==> src/rtl/color_manager_sync_gen.sv <==
// color_manager_sync_gen: line/frame timing source with a frame-boundary shadowed configuration
module color_manager_sync_gen #(
  parameter int BACKPORCH_WIDTH = 8,
  parameter int FRONTPORCH_WIDTH = 10,
  parameter int BLANK_WIDTH = 8,
  parameter int LINE_WIDTH = 10
) (
  input  logic                        Clk,
  input  logic                        rst,
  input  logic                        Enable,
  input  logic                        Cfg_Load,
  input  logic [BACKPORCH_WIDTH-1:0]  Cfg_BackPorch,
  input  logic [FRONTPORCH_WIDTH-1:0] Cfg_FrontPorch,
  input  logic [FRONTPORCH_WIDTH-1:0] Cfg_LineLen,
  input  logic [BLANK_WIDTH-1:0]      Cfg_Blank,
  input  logic [LINE_WIDTH-1:0]       Cfg_Lines,
  output logic                        Sync,
  output logic [BACKPORCH_WIDTH-1:0]  BackPorch,
  output logic [FRONTPORCH_WIDTH-1:0] FrontPorch,
  output logic                        Line_Start,
  output logic                        Frame_Start,
  output logic [LINE_WIDTH-1:0]       Line_Index,
  output logic                        Cfg_Valid,
  output logic                        Cfg_Err,
  output logic                        Busy
);
  localparam int CW = FRONTPORCH_WIDTH + 1;
  typedef enum logic [1:0] {IDLE, ACTIVE, BLANK} state_t;
  typedef struct packed {
    logic [BACKPORCH_WIDTH-1:0]  bp;
    logic [FRONTPORCH_WIDTH-1:0] fp;
    logic [FRONTPORCH_WIDTH-1:0] len;
    logic [BLANK_WIDTH-1:0]      blank;
    logic [LINE_WIDTH-1:0]       lines;
  } cfg_t;
  state_t state, next_state;
  cfg_t req, app, pend;
  logic pend_valid;
  logic [FRONTPORCH_WIDTH-1:0] pos;
  logic [BLANK_WIDTH-1:0] bcnt;
  logic [LINE_WIDTH-1:0] next_line;
  logic [CW-1:0] bp_x, fp_x, len_x;
  logic cfg_ok, load_ok, line_end, blank_end, last_line, frame_entry;
  assign req = {Cfg_BackPorch, Cfg_FrontPorch, Cfg_LineLen, Cfg_Blank, Cfg_Lines};
  assign bp_x = CW'(Cfg_BackPorch);
  assign fp_x = CW'(Cfg_FrontPorch);
  assign len_x = CW'(Cfg_LineLen);
  assign cfg_ok = |Cfg_LineLen && |Cfg_Blank && |Cfg_Lines && bp_x + CW'(1) < fp_x && fp_x <= len_x;
  assign load_ok = Cfg_Load && cfg_ok;
  assign line_end = state == ACTIVE && pos == app.len - FRONTPORCH_WIDTH'(1);
  assign blank_end = state == BLANK && bcnt == app.blank - BLANK_WIDTH'(1);
  assign last_line = Line_Index == app.lines - LINE_WIDTH'(1);
  assign frame_entry = (state == IDLE && Enable && Cfg_Valid) || (blank_end && Enable && last_line);
  assign next_line = blank_end && Enable && !last_line ? Line_Index + LINE_WIDTH'(1) :
                     (state == ACTIVE || (state == BLANK && !blank_end)) ? Line_Index : '0;
  assign BackPorch = app.bp;
  assign FrontPorch = app.fp;
  always_ff @(posedge Clk) begin
    if (rst)
      state <= IDLE;
    else
      state <= next_state;
  end
  always_comb begin
    next_state = state == IDLE   ? (Enable && Cfg_Valid ? ACTIVE : IDLE) :
                 state == ACTIVE ? (line_end ? BLANK : ACTIVE) :
                 state == BLANK  ? (blank_end ? (Enable ? ACTIVE : IDLE) : BLANK) : IDLE;
  end
  always_comb begin
    Sync = state == ACTIVE;
    Line_Start = state == ACTIVE && pos == '0;
    Frame_Start = Line_Start && Line_Index == '0;
    Busy = state != IDLE;
  end
  always_ff @(posedge Clk) begin
    if (rst) begin
      pos <= '0;
      bcnt <= '0;
      Line_Index <= '0;
      Cfg_Err <= 1'b0;
      Cfg_Valid <= 1'b0;
      app <= '0;
      pend <= '0;
      pend_valid <= 1'b0;
    end else begin
      pos <= state == ACTIVE && !line_end ? pos + FRONTPORCH_WIDTH'(1) : '0;
      bcnt <= state == BLANK && !blank_end ? bcnt + BLANK_WIDTH'(1) : '0;
      Line_Index <= next_line;
      Cfg_Err <= Cfg_Load && !cfg_ok;
      if (load_ok && state == IDLE) begin
        app <= req;
        Cfg_Valid <= 1'b1;
        pend_valid <= 1'b0;
      end else if (load_ok) begin
        pend <= req;
        pend_valid <= 1'b1;
        if (frame_entry && pend_valid)
          app <= pend;
      end else if (frame_entry && pend_valid) begin
        app <= pend;
        pend_valid <= 1'b0;
      end
    end
  end
endmodule
==> config.mk <==
export PLATFORM = sky130hd
export DESIGN_NAME = color_manager_sync_gen
export DESIGN_NICKNAME = d
export VERILOG_FILES = /design/src/rtl/color_manager_sync_gen.sv
export SDC_FILE = /design/constraint.sdc
export NUM_CORES = 1
export LEC_CHECK = 0
export CAP_MARGIN = 0
export CORE_MARGIN = 8
export CORE_UTILIZATION = 35
export CTS_BUF_LIST = sky130_fd_sc_hd__clkbuf_16
export DETAILED_ROUTE_END_ITERATION = 16
export GPL_TIMING_DRIVEN = 0
export HOLD_SLACK_MARGIN = 0.12
export SLEW_MARGIN = 0
export SYNTH_ARGS = -nofsm -noshare
export SYNTH_HDL_FRONTEND = slang
export SYNTH_SLANG_ARGS = --single-unit
==> constraint.sdc <==
create_clock -name Clk -period 5.4 [get_ports Clk]
set_input_delay 1.62 -clock Clk [delete_from_list [all_inputs] [get_ports Clk]]
set_output_delay 1.62 -clock Clk [all_outputs]
set_load 0.005 [all_outputs]
==> results.yml <==
status:
  status: "finished, final reports clean"
min_path:
  min-delay-path-class: "reg -> reg"
sta:
  rsz0062_at_grt: "no"
  setup_viol: 0
  whs_ns: 0.4910
  finalCritPeriodShare_pct: 94.93
  fin_crit_ns: 5.126
  slew_headroom_pct: 42.69
  tightest_slew_ns: 0.8597
  timing.final.hold_violations: 0
  max_freq_mhz: 195.1
  slew_violations: 0
  clock_skew_ns: 0.007630
finish:
  syn_to_final_growth_pct: 24.48
  multi_input_area_um2: 4088
  nets: 970
  diodes: 0
  final_cell_area_um2: 8895
  drive_above_1_share_pct: 12.80
  fillers: 2024
  layout_common_cells: "dfxtp_1 (125), mux2i_1 (92), nor2_1 (83), clkdlybuf4s50_1 (83), o31ai_1 (48)"
  regArea_um2: 2502
  final_common_cell: "dfxtp_1"
  final_cells: 1176
logic_synthesis:
  yosysWarnings: 0
  async_flop_share_pct: 0
  synth_top_area_share_pct: 35.02
  synth_nets: 868
  yosys.area_share.simple_pct: 15.76
  synthMuxAreaShare_pct: 12.89
  synth-edff-count: 0
  yosys-top-cells-area: "dfxtp_1 (35%), mux2i_1 (13%), o31ai_1 (5.0%), a21oi_2 (4.9%), ha_1 (4.7%)"
  yosysTopAreaCell: "dfxtp_1"
  synth_area_um2: 7146
  syn_area_per_cell_um2: 9.034
  synth_fa_ha_area_share_pct: 4.728
  synth_seq_cells: 125
  yosys.cell_types.count: 60
  synth_top_family_by_area: "compound AO/OA/AOI/OAI gates"
  synth_seq_area_share_pct: 35.02
  synthCells: 791
  ys.flop_type: "dfxtp_1"
  synthXorXnorAreaFrac_pct: 6.496
  synth_compound_area_share_pct: 17.33
clock_network:
  cts_tree: "done"
  cts_num_sinks: 125
  numCtsBuffers: 17
  clockRootBuffer: "clkbuf_16"
  cts-hold-fix-buffers: 0
  clock_latency_ns: 0.43
  cts.clk_slew.worst_paths_ns: 0.06
  cts_max_level: 4
  clockBufferDepth: 2
setup_path:
  crit_path_start_kind: "input port"
  path_common_cell: "clkbuf_1"
  cpPeakStageDelay_ns: 0.57
  crit_slowest_cell: "clkdlybuf4s50_1"
  arrival_ns: 5.48
  cp-end-kind: "flip-flop"
  path_cells: "clkdlybuf4s50_1, and3_1, nand3_1, or2_2, xnor2_1, ha_1, a21o_1, a21oi_1, o2111a_1, nand4_1, o22ai_1, clkbuf_1, clkbuf_1, o31ai_1, a21oi_2"
  criticalPathCategory: "in -> reg"
  cp_max_fo: 10
  cp_num_buf_inv: 3
  path_delay_family: "buffers and inverters"
  cp.required_ns: 5.76
global_route:
  antenna_found_initial: 0
  grt_first_pass_wirelength_um: 31230
  gr-total-overflow: 0
  grt_max_degree: 17
  grt_usage_pct: 15.21
  grt_pass1_vias: 5847
drt:
  initialDrtViolationCount: 289
  drc_errors: 0
  drt-total-wl_um: 19060
  via_count: 5888
  ant_nets: 0
  first_pass_iters: 5
  wl_per_cell_um: 16.21
  routed_via_density: 5.007
placed_design:
  gp_congestion: 0.7984
  hpwlAfterDp_um: 14250
  place_area_um2: 8314
  place_inst: 1144
  io_buffer_count: 83
floorplan:
  io_pins: 84
  initial_core_util_pct: 35.43
  die_w_um: 158.9
  num_rows: 52
  coreArea_um2: 20170
  die_h_um: 158.9
  dieArea_um2: 25240
power_and_ir_drop:
  power_density_nw_per_um2: 308.6
  leakage_uw: 0.003732
  ir_drop_mv: 0.2334
flow_run:
  max_cap_violations: 0
metrics by stage:
stage	util (%)	total power, uW	setup TNS [ns]	setup slack (ns)
finish	44.10	2745	0	0.2740
global route	44.10	2878	0	0.03746
CTS	44.09	2769	0	0.02543
detailed placement	41.22	1642	-12.42	-0.4961
global placement	41.22	1638	-12.76	-0.4946
floorplan	-	1443	0	0.7844
registers in the layout, summed over array words and instances, names as in the netlist:
register	flops
pos	10
app	28
Cfg_Err	1
Cfg_Valid	1
FrontPorch	10
state	2
pend	46
BackPorch	8
Line_Index	10
pend_valid	1
bcnt	8
cells by family after synthesis:
logic type	after synthesis
fa+ha+maj	27
simple gates	226
compound gates	159
xor+xnor	53
flops	125
mux	92
buf+inv	109
path summary, 6_finish.rpt:
path / slack [ns] / cells after the start / start / endpoint
min: 0.49 / 2 / pend[6] / pend[6]
min reg2reg: 0.49 / 2 / pend[6] / pend[6]
max reg2reg: 1.86 / 9 / app[0] / Line_Index[6]
max: 0.27 / 15 / Cfg_BackPorch[4] / app[9]
routing by layer:
layer	GRT usage (%)	up-vias	share of wire, %
li1	-	3025	-
met1	19.41	2740	48
met2	24.75	109	46
met3	4.292	14	5.3
met4	4.031	0	0.89
met5	0	-	0
worst register-to-register path: stages, from the launching register on:
cell and delay (ns):
dfxtp_1 0.36, inv_1 0.07, ha_1 0.30, or4b_1 0.56, xnor2_1 0.16, o41ai_1 0.26, o2111ai_1 0.32, a21oi_1 0.76
nor2_1 0.29, a221o_1 0.35
where the power goes:
| part | switching [uW] | internal (uW) | total [uW] |
|---|---|---|---|
| clock | 445 | 676 | 1120 |
| combinational | 305 | 284 | 589 |
| sequential | 54.9 | 979 | 1030 |
| total | 805 | 1940 | 2740 |
synth_stat cells (3+ instances only):
| master | n |
|---|---|
| a2111oi_0 | 3 |
| a211oi_1 | 7 |
| a21o_1 | 5 |
| a21oi_1 | 19 |
| a21oi_2 | 40 |
| a221o_1 | 4 |
| and3_1 | 10 |
| buf_1 | 4 |
| buf_2 | 3 |
| buf_4 | 18 |
| buf_6 | 10 |
| clkbuf_1 | 32 |
| dfxtp_1 | 125 |
| ha_1 | 27 |
| inv_1 | 42 |
| mux2i_1 | 92 |
| nand2_1 | 24 |
| nand2b_1 | 9 |
| nand3_1 | 30 |
| nand4_1 | 7 |
| nor2_1 | 83 |
| nor2b_1 | 3 |
| nor3_1 | 21 |
| nor3b_1 | 3 |
| nor4_1 | 13 |
| o21a_1 | 6 |
| o21ai_0 | 6 |
| o31ai_1 | 48 |
| or2_2 | 3 |
| or3_1 | 3 |
| xnor2_1 | 29 |
| xor2_1 | 24 |
repair_timing:
| action | CTS | global route |
|---|---|---|
| gates resized for setup | 2 | 2 |
| setup buffers | 0 | 0 |
| setup endpoints to repair | 8 | 28 |
cell type report:
cell class / instances / share of cell area, %
Clock inverter: 15 / 1.688
Tap cell: 270 / 3.798
Buffer: 67 / 4.529
Multi-Input combinational cell: 557 / 45.96
Inverter: 42 / 1.772
Clock buffer: 17 / 4.783
Timing Repair Buffer: 83 / 9.340
Sequential cell: 125 / 28.13
Power figures use the tool's default switching activity.
